--- src/rtl/sdram_arbiter.sv ---
// -----------------------------------------------------------------------------
// sdram_arbiter
// Grants the SDRAM PHY to one command engine at a time and muxes the granted
// engine's command/address/bank onto the PHY pins. While init has not
// finished, the init engine owns the PHY.
//
// Handshake (refresh, write and read engines): the engine holds *_req high.
// The arbiter answers with *_en, which stays high from the first grant cycle
// through the cycle in which the engine pulses *_done for one cycle. *_en is
// low on the cycle after done. A grant that runs GRANT_TIMEOUT cycles without
// done is aborted, and arb_err pulses for one cycle. A done pulse from an
// engine that is not granted is ignored.
//
// Ports
//   clk, rst                  clock, async active-high reset
//   init_done                 init sequence complete (level)
//   init_cmds/addr/ba         init engine PHY drive
//   atref_req/done/en         refresh engine handshake
//   ref_cmds/addr/ba          refresh engine PHY drive
//   wr_req/done/en            write engine handshake
//   wr_cmds/addr/ba           write engine PHY drive
//   rd_req/done/en            read engine handshake
//   rd_cmds/addr/ba           read engine PHY drive
//   sdr_cmds/addr/ba          to PHY: {cs_n,ras_n,cas_n,we_n}, addr, bank
//   arb_err                   one-cycle pulse on a timeout abort
//   dbg_state                 one-hot FSM state, for debug and checkers
// -----------------------------------------------------------------------------
module sdram_arbiter #(
  parameter int ADDR_W        = 11,
  parameter int BA_W          = 2,
  parameter int GRANT_TIMEOUT = 1024
) (
  input  logic              clk,
  input  logic              rst,
  input  logic              init_done,
  input  logic [3:0]        init_cmds,
  input  logic [ADDR_W-1:0] init_addr,
  input  logic [BA_W-1:0]   init_ba,
  input  logic              atref_req,
  input  logic              atref_done,
  output logic              atref_en,
  input  logic [3:0]        ref_cmds,
  input  logic [ADDR_W-1:0] ref_addr,
  input  logic [BA_W-1:0]   ref_ba,
  input  logic              wr_req,
  input  logic              wr_done,
  output logic              wr_en,
  input  logic [3:0]        wr_cmds,
  input  logic [ADDR_W-1:0] wr_addr,
  input  logic [BA_W-1:0]   wr_ba,
  input  logic              rd_req,
  input  logic              rd_done,
  output logic              rd_en,
  input  logic [3:0]        rd_cmds,
  input  logic [ADDR_W-1:0] rd_addr,
  input  logic [BA_W-1:0]   rd_ba,
  output logic [3:0]        sdr_cmds,
  output logic [ADDR_W-1:0] sdr_addr,
  output logic [BA_W-1:0]   sdr_ba,
  output logic              arb_err,
  output logic [4:0]        dbg_state
);

  localparam int TMO_W = $clog2(GRANT_TIMEOUT);
  localparam logic [TMO_W-1:0] TMO_ONE  = TMO_W'(1);
  localparam logic [TMO_W-1:0] TMO_LAST = TMO_W'(GRANT_TIMEOUT - 1);
  localparam logic [3:0] CMD_NOP = 4'b0111;

  typedef enum logic [4:0] {
    ST_INIT = 5'b00001,
    ST_ARB  = 5'b00010,
    ST_REF  = 5'b00100,
    ST_WR   = 5'b01000,
    ST_RD   = 5'b10000
  } state_t;

  state_t           state;
  state_t           state_next;
  logic             last_wr;      // 1: write was the most recent wr/rd grant
  logic [TMO_W-1:0] tmo_cnt;
  logic             tmo_hit;
  logic             abort;
  logic             in_grant;

  assign tmo_hit  = (tmo_cnt == TMO_LAST);
  assign in_grant = (state == ST_REF) || (state == ST_WR) || (state == ST_RD);

  // Next state. Every grant returns through ST_ARB, which gives a guaranteed
  // NOP cycle between grants. Done wins over a same-cycle timeout.
  always_comb begin
    state_next = state;
    abort      = 1'b0;
    case (state)
      ST_INIT: if (init_done) state_next = ST_ARB;
      ST_ARB: begin
        if (atref_req)             state_next = ST_REF;
        else if (wr_req && rd_req) state_next = last_wr ? ST_RD : ST_WR;
        else if (wr_req)           state_next = ST_WR;
        else if (rd_req)           state_next = ST_RD;
      end
      ST_REF: begin
        if (atref_done)   state_next = ST_ARB;
        else if (tmo_hit) begin
          state_next = ST_ARB;
          abort      = 1'b1;
        end
      end
      ST_WR: begin
        if (wr_done)      state_next = ST_ARB;
        else if (tmo_hit) begin
          state_next = ST_ARB;
          abort      = 1'b1;
        end
      end
      ST_RD: begin
        if (rd_done)      state_next = ST_ARB;
        else if (tmo_hit) begin
          state_next = ST_ARB;
          abort      = 1'b1;
        end
      end
      default: state_next = ST_INIT;
    endcase
  end

  always_ff @(posedge clk or posedge rst) begin
    if (rst) begin
      state   <= ST_INIT;
      last_wr <= 1'b0;
      tmo_cnt <= '0;
      arb_err <= 1'b0;
    end else begin
      state   <= state_next;
      arb_err <= abort;
      // last_wr only moves when a new wr/rd grant is issued; aborts leave it.
      if (state == ST_ARB && state_next == ST_WR) last_wr <= 1'b1;
      if (state == ST_ARB && state_next == ST_RD) last_wr <= 1'b0;
      // Counts cycles spent in the current grant; zero on the first grant cycle.
      if (in_grant) tmo_cnt <= tmo_cnt + TMO_ONE;
      else          tmo_cnt <= '0;
    end
  end

  assign atref_en  = (state == ST_REF);
  assign wr_en     = (state == ST_WR);
  assign rd_en     = (state == ST_RD);
  assign dbg_state = state;

  // PHY mux straight off the registered state: no added latency.
  always_comb begin
    sdr_cmds = CMD_NOP;
    sdr_addr = '0;
    sdr_ba   = '0;
    case (state)
      ST_INIT: begin
        sdr_cmds = init_cmds;
        sdr_addr = init_addr;
        sdr_ba   = init_ba;
      end
      ST_REF: begin
        sdr_cmds = ref_cmds;
        sdr_addr = ref_addr;
        sdr_ba   = ref_ba;
      end
      ST_WR: begin
        sdr_cmds = wr_cmds;
        sdr_addr = wr_addr;
        sdr_ba   = wr_ba;
      end
      ST_RD: begin
        sdr_cmds = rd_cmds;
        sdr_addr = rd_addr;
        sdr_ba   = rd_ba;
      end
      default: begin
        sdr_cmds = CMD_NOP;
        sdr_addr = '0;
        sdr_ba   = '0;
      end
    endcase
  end

endmodule

--- config.mk ---
export PLATFORM = sky130hd
export DESIGN_NAME = sdram_arbiter
export DESIGN_NICKNAME = d
export VERILOG_FILES = /design/src/rtl/sdram_arbiter.sv
export SDC_FILE = /design/constraint.sdc
export NUM_CORES = 1
export LEC_CHECK = 0
export BUFFER_PORTS_ARGS = -buffer_cell sky130_fd_sc_hd__clkbuf_2
export CAP_MARGIN = 20
export CORE_UTILIZATION = 40
export CTS_BUF_LIST = sky130_fd_sc_hd__clkbuf_2 sky130_fd_sc_hd__clkbuf_4 sky130_fd_sc_hd__clkbuf_8
export CTS_CLUSTER_DIAMETER = 120
export DETAILED_ROUTE_END_ITERATION = 10
export PLACE_DENSITY = 0.82
export SYNTH_ARGS = -nofsm -noshare
export SYNTH_HDL_FRONTEND = slang
export SYNTH_SLANG_ARGS = --single-unit
--- constraint.sdc ---
create_clock -name clk -period 2.6 [get_ports clk]
set_input_delay 0.78 -clock clk [delete_from_list [all_inputs] [get_ports clk]]
set_output_delay 0.78 -clock clk [all_outputs]
set_load 0.01 [all_outputs]
==> out/metrics.csv <==
metric,value,unit
endpoint_kind,primary output,
reg2reg_depth,5,
synth.distinct_cells,33,
min_to,tmo_cnt[0],
skew,7.88,ps
cpLargestDelayFamily,simple AND/OR/NAND/NOR gates,
cts_hold_buffers,0,
ioPinCount,103,
rsz0062_at_grt,yes,
n_antenna_cell,0,
drt_first_iter_violations,114,
worstHoldStart,tmo_cnt[0],
crit_chain,"or3_4, nor3b_4, buf_4, clkbuf_4, o211ai_1, buf_2",
die_x,58.6,um
synth.net_count,234,
violations,negative setup slack,
yosysSeqAreaShare,33.3,%
powerDensity,693,mW/mm^2
vias,1651,
port_buffers,102,
setup_violations,13,
path_buf_inv,3,
critPathMaxStageDelay,410,ps
numCtsBuffers,3,
avgViaCountPerCell,5.31,
cts.sinks,17,
clk_pin_slew_worst_paths,100,ps
synth_area_per_cell,8.21,um^2
r2r-end,tmo_cnt[2],
relSlewSlack,56.0,%
first_global_vias,1353,
slew_viol_final,0,
start_util,42.0,%
timing.final.crit_share,103,%
drt-total-wl,4.36,mm
hpwlAfterDp,3.12,mm
grt_overflow,0,
cts_root_buffer,clkbuf_4,
power.switching,554,uW
grt_util_all_layers,24.5,%
n_fill_cell,271,
drtPass1Iterations,5,
seq_power_share,22.0,%
nets,346,
critPathKind,reg -> out,
p_sw_share,39.3,%
yosysWarnings,0,
clkPwrFrac,10.8,%
holdPathStages,1,
ys_seq_elements,17,
timing.final.ws_setup,-67.1,ps
arrival,1890,ps
status,"finished, violations left",
drtAntennaViolNets,0,
instances_no_fill,311,
cts_tree,built,
dp_cells,300,
required,1820,ps
start_kind,flip-flop,
ir_drop,390,uV
grt_pass1_wl,6.32,mm
worst_pin_slew,659,ps
fmax,375,MHz
gp_congestion,0.885,
hp-class,reg -> reg,
rows,20,
slowest_stage,or3_4,
cts_htree_levels,1,
final_util,66.5,%
ff2ff_setup_slack,800,ps
r2r-start,dbg_state[0],
grt_max_degree,23,
power_leakage,1.10,nW
clk_path_buf_depth,2,
drive_above_1_share,50.9,%
die_area,0.00343,mm^2
intPower,854,uW
worstPathMaxFanout,5,
worstSkewPairLatency,300,ps
combPwrFrac,67.2,%
chipHeight,58.6,um
netlist_instances,156,
hold_violations,0,
min_period,2670,ps
core_area,0.00305,mm^2
area_growth,58.4,%
synth_area,0.00128,mm^2
drc,0,
wire_per_inst,14.0,um
cap_violations,0,
antenna_found_initial,0,
-- worst max-delay path by stage --
stage,from,to,slack [ps],depth (start not counted)
global placement,dbg_state[4],sdr_cmds[2],240,6
finish,dbg_state[3],sdr_cmds[0],-70,6
detailed placement,dbg_state[4],sdr_cmds[0],200,6
global route,dbg_state[3],sdr_cmds[0],-170,6
CTS,dbg_state[3],sdr_cmds[1],-60,7
floorplan,dbg_state[0],sdr_cmds[0],230,5
-- cell families after synthesis --
family / count (synthesis) / share of synthesized area, %
flip-flops: 17 / 33.3
XOR/XNOR: 9 / 6.15
buffers and inverters: 16 / 5.66
AO/OA/AOI/OAI: 51 / 29.4
adder cells (fa/ha/maj): 1 / 0.976
AND/OR/NAND/NOR: 62 / 24.5
-- power groups by stage --
| stage | clock [mW] | combinational (mW) | sequential, mW |
|---|---|---|---|
| 6_report | 0.152 | 0.946 | 0.310 |
| 5_1_grt | 0.172 | 1.02 | 0.312 |
| 2_1_floorplan | 0 | 0.369 | 0.339 |
| 3_3_place_gp | 0 | 0.680 | 0.315 |
| 4_1_cts | 0.159 | 0.936 | 0.310 |
| 3_5_place_dp | 0 | 0.692 | 0.315 |
-- final cells by class --
class,instances,area [um^2],area share [%]
Tap cell,44,55.1,2.71
Clock buffer,4,30.0,1.48
Sequential cell,17,427,21.0
Inverter,5,18.8,0.925
Multi-Input combinational cell,123,828,40.8
Timing Repair Buffer,118,671,33.0
-- layout by cell type, fill, tap and decap left out --
master,netlist,routed
nor3b_4,0,1
a22oi_1,34,28
o21ai_0,4,4
buf_12,0,1
buf_6,0,2
nor3_2,2,2
buf_16,0,1
a221o_1,1,1
nor3_1,2,2
clkbuf_4,0,5
a21o_1,1,1
inv_1,5,5
a31o_2,1,1
xnor2_1,3,3
a21oi_1,1,1
buf_2,4,11
nand2b_1,1,1
nand3_1,3,3
dfstp_2,1,1
buf_4,2,11
nand2_1,20,20
a22oi_2,0,6
a32o_1,1,1
o211ai_1,3,3
and3_1,7,6
nor2_1,16,16
dfrtp_1,16,16
a32oi_1,1,1
o22ai_1,1,1
clkbuf_2,0,91
o31ai_1,3,3
nand4_1,5,5
and4b_1,1,1
and3_4,0,1
or3_4,1,2
xor2_1,6,6
and2_1,2,2
ha_1,1,1
-- metrics by stage --
stage | hold WS (ps) | setup TNS, ps | power, mW | setup slack (ps) | area, um^2
after floorplan | 424 | 0 | 0.708 | 227 | 1280
after global placement | 441 | 0 | 0.995 | 240 | 1870
after detailed placement | 452 | 0 | 1.01 | 202 | 1870
after CTS | 465 | -446 | 1.40 | -58.5 | 2010
after global routing | 489 | -1920 | 1.50 | -166 | 2030
final | 459 | -438 | 1.41 | -67.1 | 2030
-- flip-flops by register name, summed over array words and instances, names as in the netlist --
signal / cells
arb_err: 1
dbg_state: 5
last_wr: 1
tmo_cnt: 10
-- timing repair --
| item | 4_1_cts | 5_1_grt |
|---|---|---|
| endpoints found under the hold margin | 0 | 0 |
| gates resized for setup | 7 | 19 |
| pin swaps | 3 | 5 |
| buffers inserted | 4 | 1 |
| gates cloned | 2 | 1 |
| endpoints found under the setup margin | 17 | 17 |
-- metal layers --
| layer | vias to the layer above | share of wire, % | global-route usage, % |
|---|---|---|---|
| met4 | 0 | 1.7 | 8.16 |
| met1 | 767 | 44 | 35.0 |
| met3 | 10 | 5.6 | 4.62 |
| met2 | 67 | 49 | 37.4 |
| li1 | 807 | - | - |
| met5 | - | 0 | 0 |
-- Yosys cell counts (all sizes together) --
| master | instances | share of area [%] |
|---|---|---|
| buf | 6 | 2.7 |
| nand4 | 5 | 2.4 |
| a221o | 1 | 0.78 |
| nor3 | 4 | 2.3 |
| and2 | 2 | 0.98 |
| o211ai | 3 | 1.8 |
| dfrtp | 16 | 31 |
| nor3b | 1 | 0.98 |
| a22oi | 34 | 20 |
| inv | 5 | 1.5 |
| xor2 | 6 | 4.1 |
| ha | 1 | 0.98 |
| dfstp | 1 | 2.1 |
| a31o | 1 | 0.68 |
| clkbuf | 5 | 1.5 |
| xnor2 | 3 | 2.1 |
| and3 | 7 | 3.4 |
| nand3 | 3 | 1.2 |
| nor2 | 16 | 4.7 |
| o22ai | 1 | 0.49 |
| a21oi | 1 | 0.39 |
| and4b | 1 | 0.78 |
| o21ai | 4 | 1.6 |
| or3 | 2 | 1.4 |
| nand2 | 20 | 5.9 |
| o31ai | 3 | 1.8 |
| nand2b | 1 | 0.49 |
| a32o | 1 | 0.78 |
| a21o | 1 | 0.59 |
| a32oi | 1 | 0.68 |
Power figures use the tool's default switching activity.
